File: src/rtl/qpp_addr_gen_pkg.sv
// Shared constants and FSM state type for the QPP interleaver address generator.
package qpp_addr_gen_pkg;
  localparam int unsigned NBANK   = 8;
  localparam int unsigned BANK_W  = 3;
  localparam int unsigned K_MAX   = 6144;
  localparam int unsigned K_W_DEF = 13;

  typedef enum logic [1:0] {
    ST_IDLE  = 2'd0,
    ST_SETUP = 2'd1,
    ST_RUN   = 2'd2
  } state_e;
endpackage

File: src/rtl/qpp_mod_add.sv
// Modular adder (a + b) mod k for operands already reduced below k.
module qpp_mod_add #(
  parameter int unsigned K_W = 13
) (
  input  logic [K_W-1:0] a,
  input  logic [K_W-1:0] b,
  input  logic [K_W-1:0] k,
  output logic [K_W-1:0] s
);
  logic [K_W:0] sum;
  logic         ge;

  // The reduced result is < k, so subtracting on K_W bits wraps to the right value.
  always_comb begin
    sum = {1'b0, a} + {1'b0, b};
    ge  = (sum >= {1'b0, k});
    s   = sum[K_W-1:0] - (ge ? k : '0);
  end
endmodule

File: src/rtl/qpp_addr_gen.sv
// QPP turbo-interleaver address generator: pi(i) = (f1*i + f2*i^2) mod K, split into bank/offset.
module qpp_addr_gen
  import qpp_addr_gen_pkg::*;
#(
  parameter int unsigned K_W = K_W_DEF
) (
  input  logic              clk,
  input  logic              rst_n,
  input  logic              start,
  input  logic [K_W-1:0]    k_in,
  input  logic [K_W-1:0]    f1_in,
  input  logic [K_W-1:0]    f2_in,
  input  logic              en,
  output logic              busy,
  output logic              out_valid,
  output logic [K_W-1:0]    pi_out,
  output logic [BANK_W-1:0] bank_id,
  output logic [K_W-4:0]    offset,
  output logic              last
);
  state_e state_q, state_d;

  logic [K_W-1:0] k_q, k_d, f1_q, f1_d, f2_q, f2_d;
  logic [K_W-1:0] step_q, step_d, g_q, g_d, pi_q, pi_d, i_q, i_d;
  logic [K_W-1:0] thr_q [1:NBANK-1];
  logic [K_W-1:0] thr_d [1:NBANK-1];

  logic           s1_valid_q, s1_valid_d, s1_last_q, s1_last_d;
  logic [K_W-1:0] s1_pi_q, s1_pi_d;

  logic              out_valid_q, out_valid_d, last_q, last_d;
  logic [K_W-1:0]    pi_out_q, pi_out_d;
  logic [BANK_W-1:0] bank_q, bank_d;
  logic [K_W-4:0]    offset_q, offset_d;

  logic [K_W-1:0] pi_sum, g_sum, g0_sum, step_sum;
  logic [K_W-1:0] m, base;
  logic [BANK_W-1:0] bank_n;

  qpp_mod_add #(.K_W(K_W)) u_pi   (.a(pi_q), .b(g_q),    .k(k_q), .s(pi_sum));
  qpp_mod_add #(.K_W(K_W)) u_g    (.a(g_q),  .b(step_q), .k(k_q), .s(g_sum));
  qpp_mod_add #(.K_W(K_W)) u_g0   (.a(f1_q), .b(f2_q),   .k(k_q), .s(g0_sum));
  qpp_mod_add #(.K_W(K_W)) u_step (.a(f2_q), .b(f2_q),   .k(k_q), .s(step_sum));

  // Bank split: count thresholds at or below pi, then subtract the selected one.
  always_comb begin
    bank_n = '0;
    for (int unsigned j = 1; j < NBANK; j++) begin
      if (thr_q[j] <= s1_pi_q) bank_n = bank_n + BANK_W'(1);
    end
    base = '0;
    for (int unsigned j = 1; j < NBANK; j++) begin
      if (bank_n == BANK_W'(j)) base = thr_q[j];
    end
  end

  always_comb begin
    state_d     = state_q;
    k_d         = k_q;
    f1_d        = f1_q;
    f2_d        = f2_q;
    step_d      = step_q;
    g_d         = g_q;
    pi_d        = pi_q;
    i_d         = i_q;
    thr_d       = thr_q;
    s1_valid_d  = s1_valid_q;
    s1_last_d   = s1_last_q;
    s1_pi_d     = s1_pi_q;
    out_valid_d = out_valid_q;
    last_d      = last_q;
    pi_out_d    = pi_out_q;
    bank_d      = bank_q;
    offset_d    = offset_q;
    m           = k_q >> 3;

    if (start) begin
      state_d     = ST_SETUP;
      k_d         = k_in;
      f1_d        = f1_in;
      f2_d        = f2_in;
      s1_valid_d  = 1'b0;
      s1_last_d   = 1'b0;
      out_valid_d = 1'b0;
      last_d      = 1'b0;
    end else begin
      case (state_q)
        ST_SETUP: begin
          step_d   = step_sum;
          g_d      = g0_sum;
          thr_d[1] = m;
          thr_d[2] = m << 1;
          thr_d[3] = (m << 1) + m;
          thr_d[4] = m << 2;
          thr_d[5] = (m << 2) + m;
          thr_d[6] = (m << 2) + (m << 1);
          thr_d[7] = (m << 3) - m;
          pi_d     = '0;
          i_d      = '0;
          state_d  = ST_RUN;
        end
        ST_RUN: begin
          if (en) begin
            s1_valid_d = 1'b1;
            s1_pi_d    = pi_q;
            s1_last_d  = (i_q == k_q - K_W'(1));
            pi_d       = pi_sum;
            g_d        = g_sum;
            i_d        = i_q + K_W'(1);
            if (i_q == k_q - K_W'(1)) state_d = ST_IDLE;
          end
        end
        default: begin
          if (en) begin
            s1_valid_d = 1'b0;
            s1_last_d  = 1'b0;
          end
        end
      endcase

      if (en) begin
        out_valid_d = s1_valid_q;
        last_d      = s1_valid_q & s1_last_q;
        if (s1_valid_q) begin
          pi_out_d = s1_pi_q;
          bank_d   = bank_n;
          offset_d = (K_W-3)'(s1_pi_q - base);
        end
      end
    end
  end

  always_ff @(posedge clk or negedge rst_n) begin
    if (!rst_n) begin
      state_q     <= ST_IDLE;
      k_q         <= '0;
      f1_q        <= '0;
      f2_q        <= '0;
      step_q      <= '0;
      g_q         <= '0;
      pi_q        <= '0;
      i_q         <= '0;
      thr_q       <= '{default: '0};
      s1_valid_q  <= 1'b0;
      s1_last_q   <= 1'b0;
      s1_pi_q     <= '0;
      out_valid_q <= 1'b0;
      last_q      <= 1'b0;
      pi_out_q    <= '0;
      bank_q      <= '0;
      offset_q    <= '0;
    end else begin
      state_q     <= state_d;
      k_q         <= k_d;
      f1_q        <= f1_d;
      f2_q        <= f2_d;
      step_q      <= step_d;
      g_q         <= g_d;
      pi_q        <= pi_d;
      i_q         <= i_d;
      thr_q       <= thr_d;
      s1_valid_q  <= s1_valid_d;
      s1_last_q   <= s1_last_d;
      s1_pi_q     <= s1_pi_d;
      out_valid_q <= out_valid_d;
      last_q      <= last_d;
      pi_out_q    <= pi_out_d;
      bank_q      <= bank_d;
      offset_q    <= offset_d;
    end
  end

  // Busy covers the FSM plus the two pipeline stages still draining.
  assign busy      = (state_q != ST_IDLE) | s1_valid_q | out_valid_q;
  assign out_valid = out_valid_q;
  assign pi_out    = pi_out_q;
  assign bank_id   = bank_q;
  assign offset    = offset_q;
  assign last      = last_q;
endmodule

File: config.mk
export PLATFORM = sky130hd
export DESIGN_NAME = qpp_addr_gen
export DESIGN_NICKNAME = d
export VERILOG_FILES = /design/src/rtl/qpp_addr_gen_pkg.sv /design/src/rtl/qpp_mod_add.sv /design/src/rtl/qpp_addr_gen.sv
export SDC_FILE = /design/constraint.sdc
export NUM_CORES = 1
export LEC_CHECK = 0
export ABC_AREA = 1
export CAP_MARGIN = 0
export CELL_PAD_IN_SITES_DETAIL_PLACEMENT = 1
export CELL_PAD_IN_SITES_GLOBAL_PLACEMENT = 1
export CORE_ASPECT_RATIO = 0.9
export CORE_MARGIN = 10
export CORE_UTILIZATION = 25
export DETAILED_ROUTE_END_ITERATION = 6
export PLACE_DENSITY_LB_ADDON = 0.2
export SLEW_MARGIN = 20
export SYNTH_ARGS = -nofsm -noshare
export SYNTH_HDL_FRONTEND = slang
export SYNTH_SLANG_ARGS = --single-unit
export TNS_END_PERCENT = 20
File: constraint.sdc
create_clock -name clk -period 18.5 [get_ports clk]
set_input_delay 3.7 -clock clk [delete_from_list [all_inputs] [get_ports clk]]
set_output_delay 3.7 -clock clk [all_outputs]
set_load 0.01 [all_outputs]
==> flow_summary.ini <==
[drt]
drt_first_pass_iters = 5
via_count = 14606
post_drt_wl_per_cell_um = 19.15
drt-initial-drc-count = 595
finalWirelength_um = 58910
viasPerCell = 4.748
drtAntennaViolNets = 0
drc = 0

[clock_tree]
clock-root-buffer = clkbuf_16
clockBufferDepth = 2
cts_resized = 0
clock_latency_ns = 0.50
cts_tree = done
clk_pin_slew_ns = 0.07
ctsHoldBuffers = 0
htreeDepth = 4
cts_sinks = 179
cts-buffers-inserted = 17
cts_setup_buffers = 0

[sta]
post-route-period-util_pct = 45.10
setup_violations = 0
hold_viol = 0
fmax_mhz = 119.9
min_period_ns = 8.343
finalMaxSlewViolations = 0
tightest_slew_ns = 0.7680
slew_headroom_pct = 48.80
setup_tns_ns = 0
rsz0062_at_grt = false
skew_ns = 0.01478

[synthesis]
synth_compound_area_share_pct = 15.50
synthAdderAreaFrac_pct = 21.92
yosys-mux-area-fraction_pct = 0
syn_inst = 2151
synth_fp_nets = 2470
ys_ff_latch = 179
ys_top_cells_by_area = dfrtp_1 28%, ha_1 21%, nand2_1 12%
yosysWarnings = 0
async_flop_share_pct = 100.0
avgSynthCellArea_um2 = 7.485
yosys.area.top_type = dfrtp_1
synth-seq-area-share_pct = 27.82
syn_area_um2 = 16100
synth_top_family_by_area = simple AND/OR/NAND/NOR gates
yosys.area_share.simple_pct = 22.23
synth_flop_cell = dfrtp_1
synth_top_area_share_pct = 27.82
ys_types = 53
synthXorXnorAreaFrac_pct = 5.168
synth_edf_count = 0

[die]
die_h_um = 260.7
rows = 88
start_util_pct = 25.17
die_area_um2 = 74960
fp.dieW_um = 287.5
core-area_um2 = 63970
ios = 72

[global_routing]
grtUsageTotal_pct = 16.05
grt_overflow_total = 0
grt_pass1_vias = 15844
grt_pass1_wl_um = 92230
grt_max_degree = 79
antenna_found_initial = 0

[finish]
areaGrowthSynthToFinish_pct = 14.63
final_cell_mix = 530 x nand2_1, 266 x ha_1, 261 x inv_1
final_nets = 2528
drive_above_1_share_pct = 4.277
layout_commonest_cell = nand2_1
n_antenna_cell = 0
finish.utilization_pct = 28.85

[critical_path]
max_stage_delay_ns = 0.42
cp_max_fo = 7
cpMostUsedCell = nand2_1
critical_path_class = reg -> reg
critPathRequiredTime_ns = 18.89
arrival_ns = 8.73
path_buf_inv = 7
endpoint_kind = register
crit_family = simple AND/OR/NAND/NOR gates
cp-start-kind = register
crit_slowest_cell = dfrtp_1

[run]
maxCapViolCount = 0

[placement]
dp_hpwl_um = 46580
place.port_buffers = 71
gp_congestion = 0.8343

[worst_hold_path]
hold_path_class = reg -> reg

[run_status]
status = completed
-- cells by family (layout without fill, tap and decap cells) --
family | Yosys count | after routing
simple gates | 837 | 837
xor+xnor | 95 | 95
fa+ha+maj | 276 | 276
compound gates | 449 | 449
flops | 179 | 179
buf+inv | 315 | 385
-- layer usage --
layer / vias to the layer above / wire length [µm] / GRT usage (%)
met5: - / 0 / 0
met3: 44 / 1312 / 2.400
met2: 130 / 29010 / 28.53
met1: 7144 / 27500 / 19.88
li1: 7288 / - / -
met4: 0 / 1084 / 4.274
-- path summary, 6_finish.rpt --
| kind | start | to | slack, ns | cells after the start |
|---|---|---|---|---|
| max | s1_pi_q[1]$_DFFE_PN0P_ | offset[9]$_DFFE_PN0P_ | 10.16 | 57 |
| min | f1_q[9]$_DFFE_PN0P_ | f1_q[9]$_DFFE_PN0P_ | 0.49 | 2 |
| max reg2reg | s1_pi_q[1]$_DFFE_PN0P_ | offset[9]$_DFFE_PN0P_ | 10.16 | 57 |
| min reg2reg | f1_q[9]$_DFFE_PN0P_ | f1_q[9]$_DFFE_PN0P_ | 0.49 | 2 |
| max in group asynchronous | rst_n | k_q[1]$_DFFE_PN0P_ | 13.25 | 3 |
| min in group asynchronous | rst_n | pi_out[10]$_DFFE_PN0P_ | 3.26 | 1 |
-- cells in the mapped netlist, types with 4 or more instances --
cell type / n
nor2_2: 4
o21a_1: 7
nand4_1: 22
or2_2: 6
inv_2: 8
xnor2_1: 38
o21bai_1: 18
buf_1: 6
nand2_1: 531
o22ai_1: 7
o31ai_1: 6
o21ai_1: 8
and2_1: 4
nand3_1: 81
fa_1: 10
a21oi_1: 160
dfrtp_1: 179
clkbuf_1: 37
o21ai_0: 179
nor2_1: 130
a211oi_1: 13
a21o_1: 6
a31oi_1: 14
xor2_1: 57
nand2_2: 7
nand3_2: 5
ha_1: 266
nor3_1: 22
o211ai_1: 12
nand2_4: 10
inv_1: 262
a21boi_0: 4
-- per-stage QoR --
stage | instance area (µm²) | setup slack (ns) | cells | hold WS [ns]
after floorplan | 16100 | 11.17 | 2151 | 0.4483
after global placement | 17810 | 10.33 | 3045 | 0.4696
after detailed placement | 17810 | 10.13 | 3045 | 0.4689
after CTS | 18460 | 10.08 | 3076 | 0.4915
after global routing | 18460 | 9.163 | 3076 | 0.5181
final | 18460 | 10.16 | 3076 | 0.4861
-- cell type report --
type	count	area, µm²
Tap cell	855	1070
Fill cell	7769	45520
Timing Repair Buffer	83	799.5
Multi-Input combinational cell	1657	10440
Sequential cell	179	4479
Inverter	271	1020
Clock inverter	11	201.4
Clock buffer	20	446.7
-- registers in the layout (all words and copies together) (netlist names), 2 cells and up --
| register | count |
|---|---|
| bank_id | 3 |
| f1_q | 13 |
| f2_q | 13 |
| g_q | 13 |
| i_q | 13 |
| k_q | 13 |
| offset | 10 |
| pi_out | 13 |
| pi_q | 13 |
| s1_pi_q | 13 |
| state_q | 2 |
| step_q | 13 |
| thr_q | 43 |
-- tightest hold or removal path, cell delays in order (launching register included) --
cell	delay (ns)
dfrtp_1	0.35
nand2_1	0.06
nand2_1	0.05
Power is left out: the tool's default activity adds up to more than one toggle a clock period on the data nets, which glitch-free logic cannot reach.
